--- config.mk ---
export PLATFORM = sky130hd
export DESIGN_NAME = twos_comp_serial_decoder
export DESIGN_NICKNAME = d
export VERILOG_FILES = /design/src/rtl/twos_comp_serial_decoder.sv
export SDC_FILE = /design/constraint.sdc
export NUM_CORES = 1
export LEC_CHECK = 0
export CAP_MARGIN = 10
export CORE_MARGIN = 3
export CORE_UTILIZATION = 55
export DETAILED_ROUTE_END_ITERATION = 10
export PLACE_DENSITY = 0.82
export SLEW_MARGIN = 5
export SYNTH_ARGS = -nofsm -noshare
export SYNTH_HDL_FRONTEND = slang
export SYNTH_SLANG_ARGS = --single-unit
--- constraint.sdc ---
create_clock -name clk -period 4.7 [get_ports clk]
set_clock_uncertainty 0.2 [all_clocks]
set_input_delay 0.94 -clock clk [delete_from_list [all_inputs] [get_ports clk]]
set_output_delay 0.94 -clock clk [all_outputs]
set_load 0.02 [all_outputs]
--- src/rtl/twos_comp_serial_decoder.sv ---
// -----------------------------------------------------------------------------
// twos_comp_serial_decoder
//
// Receiving end of the serial two's-complement link. Each framed, LSB-first
// serial word carries -X. The decoder negates it bit-serially as it arrives
// (copy bits up to and including the first 1, invert every bit after that),
// deserializes the result into a W-bit word, and hands it downstream over a
// valid/ready handshake.
//
// Ports
//   clk        in   1  clock, rising edge
//   n_reset    in   1  asynchronous active-low reset
//   in_valid   in   1  serial bit present on in_bit
//   in_bit     in   1  serial data bit, LSB first
//   in_first   in   1  in_bit is bit 0 of a new word
//   in_ready   out  1  decoder accepts the bit this cycle
//   out_valid  out  1  out_data holds a completed word
//   out_ready  in   1  downstream accepts the word
//   out_data   out  W  recovered value X = (-R) mod 2^W
//   out_neg    out  1  out_data[W-1]
//   out_ovf    out  1  R was 100..0 (negation overflowed)
//   frame_err  out  1  sticky framing error, cleared only by reset
// -----------------------------------------------------------------------------
module twos_comp_serial_decoder #(
    parameter int unsigned W = 8
) (
    input  logic         clk,
    input  logic         n_reset,
    input  logic         in_valid,
    input  logic         in_bit,
    input  logic         in_first,
    output logic         in_ready,
    output logic         out_valid,
    input  logic         out_ready,
    output logic [W-1:0] out_data,
    output logic         out_neg,
    output logic         out_ovf,
    output logic         frame_err
);

    localparam int unsigned CW = $clog2(W);
    localparam logic [CW-1:0] LAST = CW'(W - 1);

    typedef enum logic [1:0] {
        S_IDLE,
        S_COPY,
        S_INVERT
    } state_t;

    state_t          r_state;
    state_t          w_state_nxt;
    logic [CW-1:0]   r_cnt;
    logic [CW-1:0]   w_cnt_nxt;
    logic [W-1:0]    r_shift;
    logic            r_out_valid;
    logic [W-1:0]    r_out_data;
    logic            r_out_neg;
    logic            r_out_ovf;
    logic            r_frame_err;

    logic            w_accept;
    logic            w_d;
    logic            w_complete;
    logic            w_ferr;
    logic            w_shift_bit;
    logic [W-1:0]    w_word;

    // Stall only when the final bit would overwrite a word nobody has taken.
    assign in_ready  = ~(r_out_valid & ~out_ready & (r_cnt == LAST));

    assign out_valid = r_out_valid;
    assign out_data  = r_out_data;
    assign out_neg   = r_out_neg;
    assign out_ovf   = r_out_ovf;
    assign frame_err = r_frame_err;

    // Decoded bit: a word's first bit is always copied; after the first 1
    // every further bit is inverted.
    assign w_d    = (in_first || (r_state != S_INVERT)) ? in_bit : ~in_bit;
    assign w_word = {w_d, r_shift[W-2:0]};

    always_comb begin
        w_accept    = in_valid & in_ready;
        w_state_nxt = r_state;
        w_cnt_nxt   = r_cnt;
        w_complete  = 1'b0;
        w_ferr      = 1'b0;
        w_shift_bit = 1'b0;
        if (w_accept) begin
            if (in_first) begin
                // A new frame start always wins; any partial word is dropped.
                w_cnt_nxt   = CW'(1);
                w_state_nxt = in_bit ? S_INVERT : S_COPY;
                w_ferr      = (r_state != S_IDLE);
            end else if (r_state == S_IDLE) begin
                w_ferr = 1'b1;
            end else if (r_cnt == LAST) begin
                w_complete  = 1'b1;
                w_state_nxt = S_IDLE;
                w_cnt_nxt   = '0;
            end else begin
                w_shift_bit = 1'b1;
                w_cnt_nxt   = r_cnt + CW'(1);
                if ((r_state == S_COPY) && in_bit) begin
                    w_state_nxt = S_INVERT;
                end
            end
        end
    end

    always_ff @(posedge clk or negedge n_reset) begin
        if (!n_reset) begin
            r_state <= S_IDLE;
            r_cnt   <= '0;
        end else begin
            r_state <= w_state_nxt;
            r_cnt   <= w_cnt_nxt;
        end
    end

    always_ff @(posedge clk or negedge n_reset) begin
        if (!n_reset) begin
            r_shift <= '0;
        end else if (w_accept && in_first) begin
            r_shift    <= '0;
            r_shift[0] <= in_bit;
        end else if (w_shift_bit) begin
            r_shift[r_cnt] <= w_d;
        end
    end

    always_ff @(posedge clk or negedge n_reset) begin
        if (!n_reset) begin
            r_out_valid <= 1'b0;
            r_out_data  <= '0;
            r_out_neg   <= 1'b0;
            r_out_ovf   <= 1'b0;
        end else if (w_complete) begin
            // A completing word may replace one being taken this same cycle.
            r_out_valid <= 1'b1;
            r_out_data  <= w_word;
            r_out_neg   <= w_d;
            r_out_ovf   <= (r_state == S_COPY) & in_bit;
        end else if (r_out_valid && out_ready) begin
            r_out_valid <= 1'b0;
        end
    end

    always_ff @(posedge clk or negedge n_reset) begin
        if (!n_reset) begin
            r_frame_err <= 1'b0;
        end else if (w_ferr) begin
            r_frame_err <= 1'b1;
        end
    end

endmodule

==> results of run 1 <==
-- layout make-up --
class                      instances  area share, %
timing repair buffer              18          13.08
inverter                           7          2.089
multi-input combinational         69          38.69
clock buffer                       4          1.907
sequential                        23          41.78
tap                               27          2.452
-- cell families after synthesis --
kind of cell | synth area share [%]
compound gates | 6.410
flops | 49.15
xor+xnor | 0.7480
simple gates | 17.74
fa+ha+maj | 4.274
buf+inv | 5.342
mux | 16.35
-- synth_stat cells, types with 2 or more instances --
cell | instances | area share (%)
mux2_4 | 8 | 10
ha_1 | 4 | 4.3
mux2i_1 | 6 | 5.1
inv_1 | 6 | 1.9
buf_6 | 2 | 1.9
nand4b_1 | 3 | 2.2
dfrtp_1 | 23 | 49
o21ai_0 | 6 | 2.6
nand2_1 | 7 | 2.2
nand3b_1 | 3 | 1.9
nand4_1 | 3 | 1.6
a211oi_1 | 2 | 1.3
nor2b_1 | 3 | 1.6
a21oi_1 | 3 | 1.3
nor2_1 | 9 | 2.9
-- worst paths after layout --
check	to	slack (ps)
setup / recovery	in_ready	1350
hold / removal	frame_err	290
setup reg to reg	out_data[3]	2180
hold reg to reg	frame_err	290
max in group asynchronous	r_shift[5]	2700
min in group asynchronous	r_cnt[0]	980
-- worst max-delay path, cell delays in order --
cell	delay [ps]
clkdlybuf4s50_1	470
nand3b_1	170
clkdlybuf4s50_1	630
-- routing by layer --
layer  vias up  part of all wire [%]
li1        393                     -
met1       376                    49
met2        16                    45
met3         6                   3.2
met4         0                   2.8
met5         -                     0
-- report_power, final --
group / switching [mW] / total (mW) / leakage, nW / internal [mW]
clock network: 0.0579 / 0.0911 / 0.0150 / 0.0331
logic: 0.0859 / 0.176 / 0.362 / 0.0897
registers: 0.0333 / 0.270 / 0.297 / 0.236
-- registers in the layout (all words and copies together), names as in the netlist --
name       count
out_valid      1
out_data       8
r_shift        7
r_cnt          3
out_ovf        1
r_state        2
frame_err      1
-- through the flow --
stage	utilization, %	area [um^2]	hold slack, ps
floorplan	-	1171	281.2
global placement	68.18	1351	264.8
detailed placement	68.18	1351	269.6
CTS	69.51	1378	303.6
global route	69.51	1378	337.1
finish	69.51	1378	293.6
==> results.yml, run 1 <==
status:
  outcome: "finished clean"
cells_and_area:
  layout_commonest_cell: "dfrtp_1"
  seq_area_um2: 575.6
  syn2layout_area_growth_pct: 17.63
  drive_gt1_share_pct: 11.57
  num-fill-cells: 149
  final_cell_mix: "dfrtp_1 (23), clkdlybuf4s50_1 (18), nor2_1 (9)"
  num-nets-final: 132
  antennaDiodeCount: 0
  multi_input_area_um2: 533.0
  fin_cells: 148
placed_design:
  dp.cells: 144
  gp_congestion: 0.7965
  port_buffers: 18
  place_ws_ps: 1353
  dp_hpwl_um: 1440
cts:
  numCtsBuffers: 3
  clkTransAtPathRegs_ps: 120
  cts_max_level: 1
  cts_tree: "done"
  cts_sinks: 23
  cts_hold_buffers: 0
  worstSkewPairLatency_ps: 310
  clk_path_buf_depth: 2
  cts_root_buffer: "clkbuf_4"
  postCtsSetupRepairBufs: 0
  post_cts_resized: 0
worst_setup_path:
  end_kind: "output port"
  reg2reg_depth: 6
  critPathMaxFanout: 4
  required_ps: 3560
  r2r-start: "r_cnt[1]"
  crit_type: "in -> out"
  worstSetupStartpoint: "out_ready"
  arrival_ps: 2210
  start_kind: "input port"
route:
  routed_via_density: 5.345
  firstDrtPassIters: 4
  wl_per_cell_um: 13.42
  first_iter_violations: 5
  drt_wl_total_um: 1986
  ant_nets: 0
  vias: 791
  drc: 0
logic_synthesis:
  syn_avg_cell_area_um2: 11.37
  synth-seq-cells: 23
  yosysUniqueCellTypes: 30
  ys_seq_area_share_pct: 49.15
  syn_nets: 113
  synth_area_um2: 1171
  ys_warn_count: 0
  synth_edf_count: 0
  synthArstFlopShare_pct: 100.0
  ys.flop_type: "dfrtp_1"
  syn-instance-count: 103
floorplanning:
  ios: 19
  die_w_um: 52.15
  rows: 16
  dieArea_um2: 2719
  core_um2: 1982
  die_y_um: 52.15
  initial_core_util_pct: 59.09
power:
  power_density_nw_per_um2: 389.3
  power.leakage_nw: 0.6739
  peakVddDrop_mv: 0.2310
  p_total_uw: 536.3
worst_hold_path:
  hp-class: "reg -> reg"
  hold_depth: 1
  min_from: "frame_err"
run:
  maxCapViolCount: 0
grt:
  grt_pass1_vias: 792
  top_usage_layer: "met2"
  grt-ovfl-total: 0
  grt_usage_pct: 17.48
  antenna_found_initial: 0
  met3_usage_pct: 2.865
  met2_usage_pct: 29.50
  grt_max_degree: 24
  use_met1_pct: 20.82
  grt_pass1_wl_um: 3436
timing:
  fin_crit_ps: 3348
  grt_setup_unrepaired: "false"
  layout_setup_ws_ps: 1352
  tightest_slew_ps: 1027
  maxSlewViolCount: 0
  hold_viol: 0
  period_share_pct: 71.23
  setup_tns_ps: 0
  slew_headroom_pct: 31.30
  setup_violations: 0
  fmax_mhz: 298.7
Power figures use the tool's default switching activity.
==> run 2: changes to the inputs <==
- CORE_UTILIZATION: 55 -> 52
- PLACE_DENSITY: 0.82 -> 0.78
- clock period: 4.7 -> 3.1 ns (I/O delays scaled with it)
==> run 2 against run 1 <==
  * Critical path depth is 1 higher
  * Core utilization is 1.7 points lower
  * Via count is 1.4% higher
  * Clock power is 47% higher
  * Sequential share of layout area is 0.23 points lower
  * Critical path type is now reg -> out
  * Largest cell class unchanged
==> results.yml, run 2 (same netlist as run 1, synthesis figures left out) <==
floorplanning:
  die_y_um: 53.46
  core_um2: 2042
  die_w_um: 53.46
  ios: 19
  rows: 16
  initial_core_util_pct: 57.35
  dieArea_um2: 2857
timing:
  hold_ws_ps: 293.4
  hold_viol: 0
  tightest_slew_ps: 585.9
  fin_crit_ps: 2930
  setup_violations: 0
  period_share_pct: 94.51
  slew_headroom_pct: 60.80
  grt_setup_unrepaired: "false"
  maxSlewViolCount: 0
  fmax_mhz: 341.3
  setup_tns_ps: 0
route:
  wl_per_cell_um: 13.26
  met3WireLength_um: 83
  ant_nets: 0
  drt_wl_total_um: 1976
  drc: 0
  routed_via_density: 5.383
  met2_length_um: 936
  vias: 802
  wl_met1_um: 919
  firstDrtPassIters: 4
  top_layer: "met4"
  first_iter_violations: 15
cells_and_area:
  utilization_pct: 67.83
  num-fill-cells: 156
  drive_gt1_share_pct: 12.30
  layout_commonest_cell: "dfrtp_1"
  antennaDiodeCount: 0
  num-nets-final: 133
  final_cell_mix: "dfrtp_1 (23), clkdlybuf4s50_1 (18), nor2_1 (9)"
  syn2layout_area_growth_pct: 18.27
  largest_reg_flops: 8
cts:
  numCtsBuffers: 3
  cts_max_level: 1
  worstSkewPairLatency_ps: 300
  cts_tree: "done"
  clkTransAtPathRegs_ps: 120
  post_cts_resized: 0
  clk_path_buf_depth: 2
  cts_sinks: 23
  cts_hold_buffers: 0
  cts_root_buffer: "clkbuf_4"
  postCtsSetupRepairBufs: 0
worst_setup_path:
  crit_type: "reg -> out"
  max_stage_delay_ps: 630
  r2r_slack_ps: 560
  end_kind: "output port"
  cp_top_family: "buffers and inverters"
  critPathSlowestCell: "clkdlybuf4s50_1"
  required_ps: 2280
  crit_path_frequent_cell: "ha_1"
  arrival_ps: 2110
  crit_path_cell_trace: "ha_1, ha_1, nand3b_1, clkdlybuf4s50_1"
  cp.buffers_inverters: 1
  critPathMaxFanout: 9
  start_kind: "flip-flop"
run:
  maxCapViolCount: 0
grt:
  grt-ovfl-total: 0
  antenna_found_initial: 0
  grt_pass1_vias: 769
  grt_pass1_wl_um: 3422
  grt_max_degree: 24
  grt_usage_pct: 16.85
placed_design:
  gp_congestion: 0.8390
  port_buffers: 18
  dp_hpwl_um: 1447
worst_hold_path:
  hp-class: "reg -> reg"
power:
  power.leakage_nw: 0.6787
  power_density_nw_per_um2: 585.2
  peakVddDrop_mv: 0.4409
status:
  outcome: "finished clean"
run 2: changes by cell type in the layout (fill, tap and decap cells not counted):
cell / before / now
buf_4: 0 / 1
run 2: layer usage:
metal | vias up | GRT usage [%]
met5 | - | 0
met4 | 0 | 9.787
met3 | 4 | 2.535
met2 | 17 | 27.35
li1 | 398 | -
met1 | 383 | 20.91
run 2: worst paths after layout:
path,from,endpoint,cells past startpoint
setup / recovery,r_cnt[1],in_ready,4
max in group asynchronous,n_reset,out_data[6],2
hold reg to reg,frame_err,frame_err,1
setup reg to reg,r_cnt[1],out_data[0],6
min in group asynchronous,n_reset,out_data[7],2
hold / removal,frame_err,frame_err,1
run 2: area by class of cell:
cell class                 instances  area (um^2)  area share, %
clock buffer                       4        26.28          1.897
inverter                           7        28.78          2.078
sequential                        23        575.6          41.55
tap                               27        33.78          2.439
multi-input combinational         69        533.0          38.48
timing repair buffer              19        187.7          13.55
run 2: power by group:
part | internal (mW) | total (mW) | leakage, nW | switching [mW]
combinational | 0.138 | 0.268 | 0.367 | 0.130
clock | 0.0502 | 0.134 | 0.0150 | 0.0834
sequential | 0.358 | 0.409 | 0.297 | 0.0508
run 2: through the flow:
step	power, mW	setup WS, ps	instance area [um^2]	cells
after global placement	0.6751	409.5	1359	145
after detailed placement	0.6871	386.1	1359	145
after floorplan	0.5919	625.0	1171	103
after CTS	0.8220	167.6	1385	149
final	0.8106	170.3	1385	149
after global routing	0.8675	62.46	1385	149
